## src/rtl/fetch_unit_if.sv

```systemverilog
// Fetch-stage bus: redirect/stall controls and the returned instruction word go in,
// and the PC, the decoded-word handoff and the status flags come out.
interface fetch_unit_if;
  logic        stall;
  logic        branch_taken;
  logic [31:0] branch_target;
  logic        jump;
  logic [31:0] jump_target;
  logic [31:0] instr_in;
  logic [31:0] pc;
  logic [31:0] pc_plus4;
  logic [31:0] instr;
  logic        instr_valid;
  logic        halted;
  logic        misaligned;
  logic [31:0] retired_count;

  modport master (
    output stall, branch_taken, branch_target, jump, jump_target, instr_in,
    input  pc, pc_plus4, instr, instr_valid, halted, misaligned, retired_count
  );

  modport slave (
    input  stall, branch_taken, branch_target, jump, jump_target, instr_in,
    output pc, pc_plus4, instr, instr_valid, halted, misaligned, retired_count
  );
endinterface

```

## src/rtl/fetch_unit.sv

```systemverilog
// Program counter and fetch control: sequences BOOT -> RUN -> HALT, selects the next PC
// and stops the core for good on a bad fetch or a misaligned redirect.
module fetch_unit #(
  parameter logic [31:0] RESET_PC   = 32'h0000_0000,
  parameter int unsigned IMEM_WORDS = 8,
  parameter logic [31:0] ERR_INSTR  = 32'hDEAD_BEEF
) (
  input logic           clk,
  input logic           reset,
  fetch_unit_if.slave   bus
);
  typedef enum logic [1:0] {
    BOOT = 2'd0,
    RUN  = 2'd1,
    HALT = 2'd2
  } state_e;

  state_e      state_q, state_d;
  logic [31:0] pc_q, pc_d;
  logic [31:0] count_q, count_d;
  logic        halted_q, halted_d;
  logic        mis_q, mis_d;

  logic [31:0] pc_plus4_s;
  logic        fault_s;
  logic        redirect_s;
  logic [31:0] target_s;
  logic        bad_target_s;

  // fault/redirect decode and next-state selection
  always_comb begin
    pc_plus4_s   = pc_q + 32'd4;
    fault_s      = (pc_q[31:2] >= 30'(IMEM_WORDS)) ||
                   (bus.instr_in == ERR_INSTR) ||
                   (pc_q[1:0] != 2'b00);
    redirect_s   = bus.jump || bus.branch_taken;
    target_s     = bus.jump ? bus.jump_target : bus.branch_target;
    bad_target_s = redirect_s && (target_s[1:0] != 2'b00);

    state_d  = state_q;
    pc_d     = pc_q;
    count_d  = count_q;
    halted_d = halted_q;
    mis_d    = mis_q;

    case (state_q)
      BOOT: begin
        state_d = RUN;
      end
      RUN: begin
        if (fault_s) begin
          state_d  = HALT;
          halted_d = 1'b1;
        end else if (bus.stall) begin
          pc_d = pc_q;
        end else begin
          // the current instruction commits even when its redirect target is bad
          count_d = count_q + 32'd1;
          if (bad_target_s) begin
            state_d  = HALT;
            halted_d = 1'b1;
            mis_d    = 1'b1;
          end else if (redirect_s) begin
            pc_d = target_s;
          end else begin
            pc_d = pc_plus4_s;
          end
        end
      end
      HALT: begin
        state_d = HALT;
      end
      default: begin
        state_d  = HALT;
        halted_d = 1'b1;
      end
    endcase
  end

  // state register; reset overrides everything, including HALT
  always_ff @(posedge clk) begin
    if (reset) begin
      state_q  <= BOOT;
      pc_q     <= RESET_PC;
      count_q  <= 32'd0;
      halted_q <= 1'b0;
      mis_q    <= 1'b0;
    end else begin
      state_q  <= state_d;
      pc_q     <= pc_d;
      count_q  <= count_d;
      halted_q <= halted_d;
      mis_q    <= mis_d;
    end
  end

  assign bus.pc            = pc_q;
  assign bus.pc_plus4      = pc_plus4_s;
  assign bus.instr         = bus.instr_in;
  assign bus.instr_valid   = (state_q == RUN) && !bus.stall && !fault_s;
  assign bus.halted        = halted_q;
  assign bus.misaligned    = mis_q;
  assign bus.retired_count = count_q;
endmodule
```

## src/flat_wrapper.sv

```systemverilog
// flat-port wrapper written by rule: the top's interface ports become plain ports
module fetch_unit_flat 
#(
  parameter logic [31:0] RESET_PC   = 32'h0000_0000,
  parameter int unsigned IMEM_WORDS = 8,
  parameter logic [31:0] ERR_INSTR  = 32'hDEAD_BEEF
)
  (clk, reset, bus_stall, bus_branch_taken, bus_branch_target, bus_jump, bus_jump_target, bus_instr_in, bus_pc, bus_pc_plus4, bus_instr, bus_instr_valid, bus_halted, bus_misaligned, bus_retired_count);
  fetch_unit_if bus_i ();
  input logic clk;
  input logic reset;
  input wire logic [$bits(bus_i.stall)-1:0] bus_stall;
  input wire logic [$bits(bus_i.branch_taken)-1:0] bus_branch_taken;
  input wire logic [$bits(bus_i.branch_target)-1:0] bus_branch_target;
  input wire logic [$bits(bus_i.jump)-1:0] bus_jump;
  input wire logic [$bits(bus_i.jump_target)-1:0] bus_jump_target;
  input wire logic [$bits(bus_i.instr_in)-1:0] bus_instr_in;
  output wire logic [$bits(bus_i.pc)-1:0] bus_pc;
  output wire logic [$bits(bus_i.pc_plus4)-1:0] bus_pc_plus4;
  output wire logic [$bits(bus_i.instr)-1:0] bus_instr;
  output wire logic [$bits(bus_i.instr_valid)-1:0] bus_instr_valid;
  output wire logic [$bits(bus_i.halted)-1:0] bus_halted;
  output wire logic [$bits(bus_i.misaligned)-1:0] bus_misaligned;
  output wire logic [$bits(bus_i.retired_count)-1:0] bus_retired_count;
  assign bus_i.stall = bus_stall;
  assign bus_i.branch_taken = bus_branch_taken;
  assign bus_i.branch_target = bus_branch_target;
  assign bus_i.jump = bus_jump;
  assign bus_i.jump_target = bus_jump_target;
  assign bus_i.instr_in = bus_instr_in;
  assign bus_pc = bus_i.pc;
  assign bus_pc_plus4 = bus_i.pc_plus4;
  assign bus_instr = bus_i.instr;
  assign bus_instr_valid = bus_i.instr_valid;
  assign bus_halted = bus_i.halted;
  assign bus_misaligned = bus_i.misaligned;
  assign bus_retired_count = bus_i.retired_count;
  fetch_unit #(.RESET_PC(RESET_PC), .IMEM_WORDS(IMEM_WORDS), .ERR_INSTR(ERR_INSTR)) u_core (.clk(clk), .reset(reset), .bus(bus_i));
endmodule
```

## config.mk

```make
export PLATFORM = sky130hd
export DESIGN_NAME = fetch_unit_flat
export DESIGN_NICKNAME = d
export VERILOG_FILES = /design/src/rtl/fetch_unit_if.sv /design/src/rtl/fetch_unit.sv /design/src/flat_wrapper.sv
export SDC_FILE = /design/constraint.sdc
export NUM_CORES = 1
export LEC_CHECK = 0
export CELL_PAD_IN_SITES_DETAIL_PLACEMENT = 1
export CELL_PAD_IN_SITES_GLOBAL_PLACEMENT = 1
export CORE_MARGIN = 2
export CORE_UTILIZATION = 29
export CTS_CLUSTER_DIAMETER = 100
export DETAILED_ROUTE_END_ITERATION = 12
export GPL_TIMING_DRIVEN = 0
export PLACE_DENSITY = 0.85
export RECOVER_POWER = 50
export SETUP_SLACK_MARGIN = 0.1
export SYNTH_ARGS = -nofsm -noshare
export SYNTH_HDL_FRONTEND = slang
export SYNTH_SLANG_ARGS = --single-unit
```

## constraint.sdc

```tcl
create_clock -name clk -period 6.4 [get_ports clk]
set_input_delay 0.64 -clock clk [delete_from_list [all_inputs] [get_ports clk]]
set_output_delay 0.64 -clock clk [all_outputs]
set_load 0.03 [all_outputs]
```

Word level (Yosys, flattened, before mapping). Cells that the tools add are included.

$lt $le $gt $ge: 1. Eq/ne operators: 5. Multiplexer cells: 10. Add/sub/neg operators: 2. Bitwise logic cells: 4. Reductions and logical operators: 17.

Operators by type and width (number): $mux 32 (2); $add 32x1->32 const B (1); $add 32x3->32 const B (1); $eq 32x32->1 const B (1); $ge 30x4->1 const B (1); $reduce_and 4->1 (2); $mux 2 (3); $reduce_and 3->1 (2); $not 1->1 (4); $pmux 2 s2 (1); $reduce_bool 2->1 (2); $logic_and 1x1->1 (3); $logic_or 1x1->1 (3); $mux 1 (3); $ne 3x1->1 const B (1); $ne 3x2->1 const B (1); $eq 2x1->1 const B (1); $eq 2x2->1 const B (1); $logic_not 1->1 (2); $logic_not 2->1 (1); $pmux 1 s2 (1); $reduce_and 2->1 (1); $reduce_or 2->1 (1).

Input port bits: 101. Output and inout port bits: 131. Flip-flop bits (word level): 68. Word-level logic and storage cells: 44.

Longest topological paths before layout.
Depth after elaboration: 7. Mapped depth: 9. Mapped depth without buffers: 7.

Worst setup path before layout. OpenSTA, ideal clock, no wires.

Path type: reg2out. Start point: register u_core.pc_q[9] (netlist: u_core.bus.pc[9]). End point: output bus_pc_plus4[31]. Arrival time: 2372 ps. Buffers on the path: 1. Cell stages (with the launch flop): 7. Data required time: 5760 ps. Setup slack: 3388 ps. Cell sequence: dfxtp_1 > buf_2 > nand4_1 > nor4_1 > nand3_1 > nor4_1 > xor2_1.

Longest elaborated chain between the ends: 1.

Ends and longest elaborated chain: from (decl) (RTL line fetch_unit.sv:19) `logic [31:0] pc_q, pc_d;`; from (signal assigned) (RTL line fetch_unit.sv:90) `pc_q <= pc_d;`; $add 32x3->32 (RTL line fetch_unit.sv:32) `pc_plus4_s = pc_q + 32'd4;`; to (decl) (RTL line flat_wrapper.sv:19) `output wire logic [$bits(bus_i.pc_plus4)-1:0] bus_pc_plus4;`.

Every way passes these cells.

Final worst setup path.
Start point: input bus_instr_in[5]. End point: output bus_instr_valid.

Longest elaborated chain between the ends: 5.

Ends and longest elaborated chain: from (decl) (RTL line flat_wrapper.sv:17) `input wire logic [$bits(bus_i.instr_in)-1:0] bus_instr_in;`; $eq 32x32->1 (RTL line fetch_unit.sv:34) `(bus.instr_in == ERR_INSTR) ||`; $logic_or 1x1->1 (RTL line fetch_unit.sv:33) `fault_s = (pc_q[31:2] >= 30'(IMEM_WORDS)) ||`; $logic_or 1x1->1 (RTL line fetch_unit.sv:34); $logic_not 1->1 (RTL line fetch_unit.sv:100) `assign bus.instr_valid = (state_q == RUN) && !bus.stall && !fault_s;`; $logic_and 1x1->1 (RTL line fetch_unit.sv:100); to (decl) (RTL line flat_wrapper.sv:21) `output wire logic [$bits(bus_i.instr_valid)-1:0] bus_instr_valid;`.

Every way passes these cells.

==> qor.csv <==
metric;value;unit
post-cts-setup-buffers;0;
rsz0062_at_grt;no;
finalHoldViolations;0;
grt_pass1_vias;5560;
syn-cell-area;4300;um^2
hp-class;reg -> reg;
path_max_fanout;10;
synthTopCellsByArea;dfxtp_1, a21oi_1, buf_4;
drc;0;
cp-startpoint;bus_instr_in[5];
cts_root_buffer;clkbuf_16;
syn_inst;550;
routed_via_density;5.55;
dpl_worst_slack;2090;ps
drive_above_1_share;8.29;%
fmax;0.233;GHz
path_cells;clkdlybuf4s50_1 > nand4b_1 > nor4_1 > a211o_1 > clkbuf_1 > nor2_1 > clkdlybuf4s50_1;
pin_count;232;
area_growth_syn_to_layout;66.0;%
die_w;126;um
ys_seq_area_share;31.7;%
worst_setup_path_start_kind;input port;
slew_headroom;45.1;%
die-area;15800;um^2
clock-sinks;68;
yosys.area.top_type_share;31.7;%
end_kind;output port;
utilization;49.1;%
grt_max_degree;12;
r2r_start;u_core.bus.pc[5];
status;finished, final reports clean;
finalSetupViolCount;0;
tns;0;ps
setup_slack;2110;ps
grt_overflow;0;
cts_buffers;9;
nFillCells;1701;
vias;5439;
ys_warn_count;0;
synth_area_leader_cell;dfxtp_1;
crit_end;bus_instr_valid;
clk_pin_slew_worst_paths;60;ps
grt_antenna_before_repair;0;
grt_pass1_wl;31500;um
powerDensity;193;nW/um^2
tightest_slew;821;ps
gp_congestion;0.912;
mappedNetlistNets;654;
synthArstFlopShare;0;%
timing.rr.end;u_core.bus.pc[7];
p_leak;2.69;nW
cts.path.max_buffers;2;
syn_avg_cell_area;7.81;um^2
critical-path-max-stage-delay;650;ps
synth_flop_cell;dfxtp_1;
clock_skew;10.7;ps
drv_slew;0;
io_buffers;230;
initial_core_util;29.6;%
dr.pass1.iters;4;
fin_crit_sh;67.0;%
cap_violations;0;
ff2ff_path_depth;7;
crit_type;in -> out;
num_antenna_cells;0;
hpwl;16200;um
ys_seq_elements;68;
synth_edf_count;0;
peakVddDrop;0.000132;V
nNetsFinal;895;
cts_tree;built;
die_y;126;um
antenna_left;0;
num_rows;44;
critPathSlowestCell;clkdlybuf4s50_1;
finalCriticalPeriod;4290;ps
required;5760;ps
reg2reg_setup_slack;3470;ps
final_cell_mix;clkdlybuf4s50_1, dlygate4sd3_1, dfxtp_1, a21oi_1, nor2_1;
grt_usage;25.0;%
cts_resized;0;
cp_common_cell;clkdlybuf4s50_1;
drt_iter0_markers;278;
core_area;14500;um^2
synthDistinctLibCells;48;
arrival;3650;ps
mostFrequentLayoutCell;clkdlybuf4s50_1;
clkLatencyLatePin;340;ps
hold_buffers;0;
holdWs;506;ps
wl_per_cell;21.0;um
wirelength;20600;um
cts-htree-levels;3;
[state kept, by name, indices dropped and copies added, names as in the netlist]
signal,flops
u_core.bus.misaligned,1
u_core.bus.halted,1
u_core.bus.retired_count,32
u_core.state_q,2
u_core.bus.pc,32
[metrics by stage]
step                instances  area (um^2)  power [mW]
floorplan                 550         4300       0.675
global placement          964         6830       0.868
detailed placement        964         6830       0.880
CTS                       980         7130        1.39
global route              980         7130        1.43
finish                    980         7130        1.38
[cell usage after synthesis, types with 2 or more instances]
| library cell | instances |
|---|---|
| a31o_2 | 3 |
| nor3_1 | 9 |
| nand4_1 | 18 |
| a211oi_1 | 6 |
| dfxtp_1 | 68 |
| nor4_1 | 13 |
| nand2_1 | 25 |
| o21ai_0 | 19 |
| ha_1 | 3 |
| xor2_1 | 13 |
| mux2i_1 | 2 |
| or2_2 | 4 |
| o41ai_1 | 4 |
| buf_4 | 34 |
| o31ai_1 | 21 |
| o21a_1 | 2 |
| nand2b_1 | 2 |
| a22o_1 | 19 |
| and3_1 | 2 |
| buf_2 | 3 |
| o311ai_0 | 3 |
| nand3_1 | 36 |
| nor2b_1 | 6 |
| xnor2_1 | 15 |
| nor2_1 | 42 |
| a31oi_1 | 16 |
| o2111ai_1 | 2 |
| or3_1 | 3 |
| and4_1 | 4 |
| a311oi_1 | 4 |
| or4_1 | 21 |
| buf_6 | 3 |
| clkbuf_1 | 29 |
| nand4b_1 | 6 |
| inv_1 | 26 |
| a21oi_1 | 52 |
[critical path: cells and delay by family]
kind	cells	cell delay [ps]
AOI/OAI and AO/OA	1	390
and+or+nand+nor	3	900
buffers and inverters	3	1710
[kinds of logic after synthesis]
| kind of cell | after synthesis | synth area share (%) |
|---|---|---|
| AO/OA/AOI/OAI | 156 | 23.9 |
| XOR/XNOR | 28 | 5.71 |
| adder cells (fa/ha/maj) | 3 | 0.873 |
| buffers and inverters | 95 | 11.9 |
| flip-flops | 68 | 31.7 |
| multiplexers | 4 | 0.990 |
| AND/OR/NAND/NOR | 196 | 25.0 |
[layout make-up]
class                   count  area [um^2]  share of cell area (%)
clock buffers              12          256                    3.60
well taps                 184          230                    3.23
multi-input cells         387         2430                    34.0
plain buffers              69          413                    5.79
flip-flops and latches     68         1360                    19.1
repair buffers            230         2300                    32.3
inverters                  26         97.6                    1.37
clock inverters             4         47.5                   0.666
[worst min path at each step]
stage,cells after the start,from,slack (ps),to
2_1_floorplan,2,u_core.state_q[1],450,u_core.state_q[1]
3_3_place_gp,2,u_core.bus.retired_count[31],480,u_core.bus.retired_count[31]
3_5_place_dp,1,u_core.bus.pc[0],510,u_core.bus.pc[0]
4_1_cts,1,u_core.bus.pc[0],510,u_core.bus.pc[0]
5_1_grt,2,u_core.bus.retired_count[23],530,u_core.bus.retired_count[23]
6_report,1,u_core.bus.pc[0],510,u_core.bus.pc[0]
[power by group]
| part | internal (mW) | switching [mW] | leakage (nW) |
|---|---|---|---|
| Clock | 0.322 | 0.190 | 0.149 |
| Combinational | 0.163 | 0.247 | 1.99 |
| Sequential | 0.437 | 0.0191 | 0.549 |
[metal layers]
layer	track usage (%)	part of all wire [%]	vias to the layer above
met1	30.5	40	2657
met5	0	0	-
met2	43.2	50	234
met3	4.21	6.5	43
met4	11.7	3.4	0
li1	-	-	2505
(Power assumes the default switching activity.)
